[config.mk]
export PLATFORM = sky130hd
export DESIGN_NAME = apb_gpio_irq
export DESIGN_NICKNAME = d
export VERILOG_FILES = /design/src/rtl/apb_gpio_irq.sv
export SDC_FILE = /design/constraint.sdc
export NUM_CORES = 1
export LEC_CHECK = 0
export BUFFER_PORTS_ARGS = -buffer_cell sky130_fd_sc_hd__buf_2
export CAP_MARGIN = 25
export CORE_MARGIN = 1.5
export CORE_UTILIZATION = 62
export DETAILED_ROUTE_END_ITERATION = 16
export MAX_ROUTING_LAYER = met4
export PLACE_DENSITY = 0.85
export SKIP_LAST_GASP = 1
export SYNTH_ARGS = -nofsm -noshare
export SYNTH_HDL_FRONTEND = slang
export SYNTH_SLANG_ARGS = --single-unit
export TNS_END_PERCENT = 5
[constraint.sdc]
create_clock -name PCLK -period 2.6 [get_ports PCLK]
set_input_delay 0.39 -clock PCLK [delete_from_list [all_inputs] [get_ports PCLK]]
set_output_delay 0.39 -clock PCLK [all_outputs]
set_load 0.005 [all_outputs]
[src/rtl/apb_gpio_irq.sv]
`default_nettype none
// ============================================================================
// Module  : apb_gpio_irq
// Brief   : APB GPIO block with synchronised inputs, output/direction
//           registers and per-pin level/edge interrupts with W1C status.
// Revision: 1.0 - initial release
// ============================================================================
module apb_gpio_irq #(
    parameter int GPIO_WIDTH  = 32,
    parameter int SYNC_STAGES = 2
) (
    input  logic                  PCLK,
    input  logic                  PRESETn,
    input  logic                  PSEL,
    input  logic                  PENABLE,
    input  logic                  PWRITE,
    input  logic [4:0]            PADDR,
    input  logic [31:0]           PWDATA,
    input  logic [3:0]            PSTRB,
    output logic [31:0]           PRDATA,
    output logic                  PREADY,
    output logic                  PSLVERR,
    input  logic [GPIO_WIDTH-1:0] GPIO_I,
    output logic [GPIO_WIDTH-1:0] GPIO_O,
    output logic [GPIO_WIDTH-1:0] GPIO_OE,
    output logic                  IRQ_O
);

    localparam logic [2:0] c_IDX_DIN  = 3'd0;
    localparam logic [2:0] c_IDX_DOUT = 3'd1;
    localparam logic [2:0] c_IDX_DIR  = 3'd2;
    localparam logic [2:0] c_IDX_EN   = 3'd3;
    localparam logic [2:0] c_IDX_TYPE = 3'd4;
    localparam logic [2:0] c_IDX_POL  = 3'd5;
    localparam logic [2:0] c_IDX_STAT = 3'd6;
    localparam logic [2:0] c_IDX_BAD  = 3'd7;

    logic [GPIO_WIDTH-1:0] r_sync [SYNC_STAGES];
    logic [GPIO_WIDTH-1:0] r_prev;
    logic [GPIO_WIDTH-1:0] r_dout;
    logic [GPIO_WIDTH-1:0] r_dir;
    logic [GPIO_WIDTH-1:0] r_irq_en;
    logic [GPIO_WIDTH-1:0] r_type;
    logic [GPIO_WIDTH-1:0] r_pol;
    logic [GPIO_WIDTH-1:0] r_stat;
    logic                  r_irq;

    logic                  w_access;
    logic [2:0]            w_idx;
    logic                  w_err;
    logic                  w_wr;
    logic                  w_rd;
    logic [31:0]           w_bmask32;
    logic [GPIO_WIDTH-1:0] w_wmask;
    logic [GPIO_WIDTH-1:0] w_wdata;
    logic [GPIO_WIDTH-1:0] w_s;
    logic [GPIO_WIDTH-1:0] w_rise;
    logic [GPIO_WIDTH-1:0] w_fall;
    logic [GPIO_WIDTH-1:0] w_edge_hit;
    logic [GPIO_WIDTH-1:0] w_lvl_hit;
    logic [GPIO_WIDTH-1:0] w_set;
    logic [GPIO_WIDTH-1:0] w_clr;
    logic [31:0]           w_rdata;

    // Gating with PRESETn keeps PRDATA/PSLVERR quiet while reset is held.
    assign w_access = PSEL & PENABLE & PRESETn;
    assign w_idx    = PADDR[4:2];
    assign w_err    = w_access & ((PADDR[1:0] != 2'b00) | (w_idx == c_IDX_BAD) |
                                  (PWRITE & (w_idx == c_IDX_DIN)));
    assign w_wr     = w_access & PWRITE & ~w_err;
    assign w_rd     = w_access & ~PWRITE & ~w_err;

    assign w_bmask32 = {{8{PSTRB[3]}}, {8{PSTRB[2]}}, {8{PSTRB[1]}}, {8{PSTRB[0]}}};
    assign w_wmask   = w_bmask32[GPIO_WIDTH-1:0];
    assign w_wdata   = PWDATA[GPIO_WIDTH-1:0];

    function automatic logic [GPIO_WIDTH-1:0] merge(
        input logic [GPIO_WIDTH-1:0] old_val,
        input logic [GPIO_WIDTH-1:0] new_val,
        input logic [GPIO_WIDTH-1:0] mask
    );
        return (old_val & ~mask) | (new_val & mask);
    endfunction

    always_ff @(posedge PCLK or negedge PRESETn) begin
        if (!PRESETn) begin
            for (int i = 0; i < SYNC_STAGES; i++) begin
                r_sync[i] <= '0;
            end
            r_prev <= '0;
        end else begin
            r_sync[0] <= GPIO_I;
            for (int i = 1; i < SYNC_STAGES; i++) begin
                r_sync[i] <= r_sync[i-1];
            end
            r_prev <= w_s;
        end
    end

    assign w_s        = r_sync[SYNC_STAGES-1];
    assign w_rise     = w_s & ~r_prev;
    assign w_fall     = ~w_s & r_prev;
    assign w_edge_hit = (r_pol & w_rise) | (~r_pol & w_fall);
    assign w_lvl_hit  = (r_pol & w_s) | (~r_pol & ~w_s);
    assign w_set      = r_irq_en & ((r_type & w_edge_hit) | (~r_type & w_lvl_hit));
    assign w_clr      = (w_wr && (w_idx == c_IDX_STAT)) ? (w_wdata & w_wmask) : '0;

    always_ff @(posedge PCLK or negedge PRESETn) begin
        if (!PRESETn) begin
            r_dout   <= '0;
            r_dir    <= '0;
            r_irq_en <= '0;
            r_type   <= '0;
            r_pol    <= '0;
        end else if (w_wr) begin
            case (w_idx)
                c_IDX_DOUT: r_dout   <= merge(r_dout,   w_wdata, w_wmask);
                c_IDX_DIR:  r_dir    <= merge(r_dir,    w_wdata, w_wmask);
                c_IDX_EN:   r_irq_en <= merge(r_irq_en, w_wdata, w_wmask);
                c_IDX_TYPE: r_type   <= merge(r_type,   w_wdata, w_wmask);
                c_IDX_POL:  r_pol    <= merge(r_pol,    w_wdata, w_wmask);
                default: ;
            endcase
        end
    end

    // A set in the same cycle as a W1C wins, so an active level re-asserts.
    always_ff @(posedge PCLK or negedge PRESETn) begin
        if (!PRESETn) begin
            r_stat <= '0;
            r_irq  <= 1'b0;
        end else begin
            r_stat <= (r_stat & ~w_clr) | w_set;
            r_irq  <= |(r_stat & r_irq_en);
        end
    end

    always_comb begin
        w_rdata = '0;
        if (w_rd) begin
            case (w_idx)
                c_IDX_DIN:  w_rdata[GPIO_WIDTH-1:0] = w_s;
                c_IDX_DOUT: w_rdata[GPIO_WIDTH-1:0] = r_dout;
                c_IDX_DIR:  w_rdata[GPIO_WIDTH-1:0] = r_dir;
                c_IDX_EN:   w_rdata[GPIO_WIDTH-1:0] = r_irq_en;
                c_IDX_TYPE: w_rdata[GPIO_WIDTH-1:0] = r_type;
                c_IDX_POL:  w_rdata[GPIO_WIDTH-1:0] = r_pol;
                c_IDX_STAT: w_rdata[GPIO_WIDTH-1:0] = r_stat;
                default: ;
            endcase
        end
    end

    assign PRDATA  = w_rdata;
    assign PREADY  = 1'b1;
    assign PSLVERR = w_err;
    assign GPIO_O  = r_dout;
    assign GPIO_OE = r_dir;
    assign IRQ_O   = r_irq;

endmodule
`default_nettype wire

# Word level (Yosys, flattened, before mapping)
# Cells that the tools add are included.
dict set report totals {
  register_bits 289
}
dict set report classes {
  eq_ne 7
  n_mux 3
  bitwise 44
  n_reduce_logical 9
}
# op count
set op_table {}
lappend op_table {{32-bit bitwise AND} 17}
lappend op_table {{32-bit OR} 9}
lappend op_table {{32-bit case mux with 7 select lines} 1}
lappend op_table {{32-bit NOT} 6}
lappend op_table {{32-bit 2-to-1 mux} 2}
lappend op_table {{32-bit OR reduction} 1}
lappend op_table {{3-bit equality test (second input constant)} 4}
lappend op_table {{2-bit AND reduction} 5}
lappend op_table {{1-bit bitwise AND} 8}
lappend op_table {{3-bit by 2-bit equality test with 1-bit output (second input constant)} 2}
lappend op_table {{3-bit by 1-bit equality test with 1-bit output (second input constant)} 1}
lappend op_table {{3-bit logical NOT} 1}
lappend op_table {{1-bit NOT} 2}
lappend op_table {{1-bit OR} 2}
lappend op_table {{2-bit nonzero test} 1}
lappend op_table {{1-bit logical AND} 1}

# Longest topological paths before layout
dict set report depth {
  ltp_word 11
  mapped_depth 7
  depth_no_buf 4
}

# Least setup slack after synthesis
# OpenSTA, ideal clock, no wires.
dict set report synth_path {
  path_type {input port to output port}
  startpoint {input PADDR[4]}
  endpoint {output PRDATA[29]}
  arrival_ps 1690
  required_time_ps 2210
  path_slack_ps 520
  cell_stages 6
  path_buffers 4
  cell_sequence {buf_2 -> buf_4 -> buf_2 -> buf_1 -> nor2_1 -> a211oi_1}
}
dict set report synth_via {
  elab_chain_len 7
}
# element line_no
set synth_rtl {}
lappend synth_rtl {{start: declaration} 17} ;# input logic [4:0] PADDR,
lappend synth_rtl {{3-bit equality test or 3-bit logical NOT (tied branches)} {68, 69, 141}}
lappend synth_rtl {{1-bit OR or 1-bit bitwise AND (tied branches)} {68, 69}}
lappend synth_rtl {{1-bit OR} 68} ;# assign w_err = w_access & ((PADDR[1:0] != 2'b00) | (w_idx == c_IDX_BAD) |
lappend synth_rtl {{1-bit bitwise AND} 68}
lappend synth_rtl {{1-bit NOT} 71} ;# assign w_rd = w_access & ~PWRITE & ~w_err;
lappend synth_rtl {{1-bit bitwise AND} 71}
lappend synth_rtl {{32-bit 2-to-1 mux *} 140} ;# if (w_rd) begin
lappend synth_rtl {{end: declaration} 20} ;# output logic [31:0] PRDATA,
# Every way passes the cells marked *; elsewhere a longest branch is shown, timed or not.

# Worst setup path after layout
dict set report layout_path {
  startpoint {input PADDR[2]}
  endpoint {output PRDATA[24]}
}
# Same word-level chain as after synthesis.

==> reports/summary.txt <==
Cell Chain, Critical Path: buf_2 -> buf_4 -> nor2b_2 -> buf_12 -> nand2_1 -> a31o_2 -> a21oi_1 -> buf_2
Crit-path max cell delay: 280 ps
Switching share of power: 23.8%
CTS tree: yes
Ys Warns: 0
Synth Instances: 970
CTS Buf Count: 29
Grt total ovfl: 0
Row count: 52
Final Hold Fails: 0
Largest net degree at the start of global routing: 147
Leak pwr: 7.48 nW
Vias in the first global route: 9395
Overall routing resource usage: 32.7%
Sequential Power Share: 49.2%
Minimum clock period: 2390 ps
Synth Flop Type: dfrtp_1
Placed inst area: 14000 µm²
VDD IR-drop max: 0.000505 V
Initial antenna violation count: 2
Drt via density: 6.35
Post-synth EDFFs: 0
Power Density: 673 nW/µm²
DIE WIDTH: 146 µm
Initial DRC Count: 899
Fmax: 418 MHz
Syn_area_per_cell: 13.1 µm²
Worst endpoint required time: 2210 ps
WL/cell: 22.6 µm
Clock Latency Late Sink: 540 ps
Final setup fails: 0
Cts hold-fix bufs: 32
Max-cap check violation count: 0
CP dominant cell by count: buf_2
Vias post-DR: 9424
Share of async-settable or async-resettable flops after synthesis: 100%
Area grow syn2layout: 20.8%
Yosys cell types: 43
CTS Sinks: 289
Antenna Nets Post-Route: 0
Post-synth net total: 1048
Drt pass-1 iters: 5
Filler cell count: 1280
Share of layout cells above drive strength 1: 37.9%
PnR worst setup slack: 210 ps
Max_slew headroom: 45.7%
Setup repair after global routing missed its margin: false
# H-tree levels: 1
Final wirelength: 33.5 mm
Cell Area, Synth: 12700 µm²
Global-route wire length before repair: 52.4 mm
Die ar.: 21400 µm²
Power share of the clock group: 42.3%
Die Y: 146 µm
Highest net fanout along the worst path: 18
Startpoint type of the worst setup path: primary input
Core ar.: 20200 µm²
Pre-CTS setup slack: 278 ps
Post-route clock period utilization: 91.9%
Boundary pin count: 177
CTS resizes: 0
Clock slew at reported path FFs: 60 ps
Reg-to-reg slack, setup: 960 ps
Clk_skew: 10.9 ps
Hpwl dp: 22.2 mm
Clock tree buffer depth: 3
GPL Wtd Cong: 0.886
Post-synthesis sequential area ratio: 56.9%
Final net count: 1270
Final setup TNS: 0 ps
Remaining DRCs: 0
Clock root buffer: clkbuf_16
Number of port buffers: 175
Slowest stage cell on the critical path: buf_4
Cell area after layout: 15400 µm²
Worst Tran Pin Value: 814 ps
Initial core utilization: 63.0%
Critical path type: in -> out
Setup bufs post-CTS: 0
Min-delay worst type: in -> async
Status: completed
Switch Pwr: 2.46 mW
Flops & latches, synth: 289
Power Internal: 7.87 mW
Final Max Tran Viols: 0
R2R cell count: 3
Logic pwr share: 8.4%
Worst r2r dst: IRQ_O
CP arrival: 2000 ps
Critical Path Sink Type: output port
area by class of cell:
cell class                 instances  area (µm²)  area share [%]
multi-input combinational        639        5290            34.5
clock inverter                    12         165            1.08
tap                              270         338            2.20
timing repair buffer             233        1480            9.63
sequential                       289        7230            47.1
clock buffer                      39         843            5.49
antenna                            2        5.00          0.0326
per-layer routing:
layer / routed length (µm) / global-route usage, % / up-vias
met1: 13300 / 43.9 / 4796
met2: 16000 / 50.6 / 491
met5: 0 / - / -
met3: 2790 / 4.94 / 99
met4: 1380 / 13.1 / 0
li1: - / - / 4038
how the worst max path moves through the flow:
stage                         from         end  slack, ps  cells past startpoint
final                     PADDR[2]  PRDATA[24]        210                      8
after global placement    PADDR[3]    register        260                      5
after detailed placement  PADDR[3]    register        280                      5
after global routing      PADDR[2]  PRDATA[24]        170                      8
after floorplan           PADDR[4]  PRDATA[29]        520                      6
after CTS                 PADDR[4]   PRDATA[5]        250                      7
power by group through the flow:
stage	Combinational [mW]	Sequential, mW	Clock [mW]
finish	0.873	5.09	4.37
global placement	0.797	5.13	0
global route	0.953	5.10	4.59
CTS	0.874	5.07	4.39
floorplan	0.478	5.02	0
detailed placement	0.826	5.14	0
critical path: cells and delay by family:
kind | cells | cell delay (ps)
AND/OR/NAND/NOR | 2 | 350
buffers and inverters | 4 | 780
AO/OA/AOI/OAI | 2 | 460
kinds of logic (layout without fill, tap and decap cells):
group / Yosys count / count (layout) / share of synthesized area [%]
flops: 289 / 289 / 56.9
simple gates: 246 / 246 / 10.1
mux: 235 / 235 / 22.0
compound gates: 157 / 157 / 9.48
buf+inv: 42 / 284 / 1.46
other cells: 1 / 3 / 0.0295
synth_stat cells (all sizes together), types with 3 or more instances:
cell     count  share of area [%]
dfrtp      289                 57
mux2       171                 15
nand2       88                2.8
nand3       48                1.9
mux2i       46                3.6
a22o        38                2.6
nor2b       37                1.8
nor2        34                1.2
o31ai       32                1.9
a22oi       24                1.4
a21oi       21               0.83
buf         21               0.84
clkbuf      21               0.62
mux4        18                3.2
o2bb2ai     14               0.97
or2          9               0.44
a211oi       8               0.47
nand2b       8               0.39
and3         6               0.30
a21o         5               0.30
nor3         5               0.50
nand4        4               0.20
nand3b       3               0.18
o21ai        3               0.12
cells in the final DEF (no fill, tap or decap), types with 9 or more instances in the layout:
cell / instances
a21oi_1: 21
a22o_1: 38
a22oi_1: 24
buf_2: 173
buf_4: 21
clkbuf_16: 29
dfrtp_1: 289
dlygate4sd3_1: 32
mux2_1: 9
mux2_2: 162
mux2i_1: 46
mux4_2: 18
nand2_1: 84
nand3_1: 48
nor2_1: 31
nor2b_1: 36
o2bb2ai_1: 14
o31ai_1: 32
or2_2: 9
per-stage QoR:
| stage | utilization [%] | cells | total power [mW] | hold WS, ps |
|---|---|---|---|---|
| 2_1_floorplan | - | 970 | 5.50 | 94.4 |
| 3_3_place_gp | 69.5 | 1399 | 5.92 | 332 |
| 3_5_place_dp | 69.5 | 1399 | 5.97 | 335 |
| 4_1_cts | 76.1 | 1482 | 10.3 | 72.3 |
| 5_1_grt | 76.1 | 1484 | 10.6 | 53.8 |
| 6_report | 76.1 | 1484 | 10.3 | 4.38 |
Power figures use the tool's default switching activity.
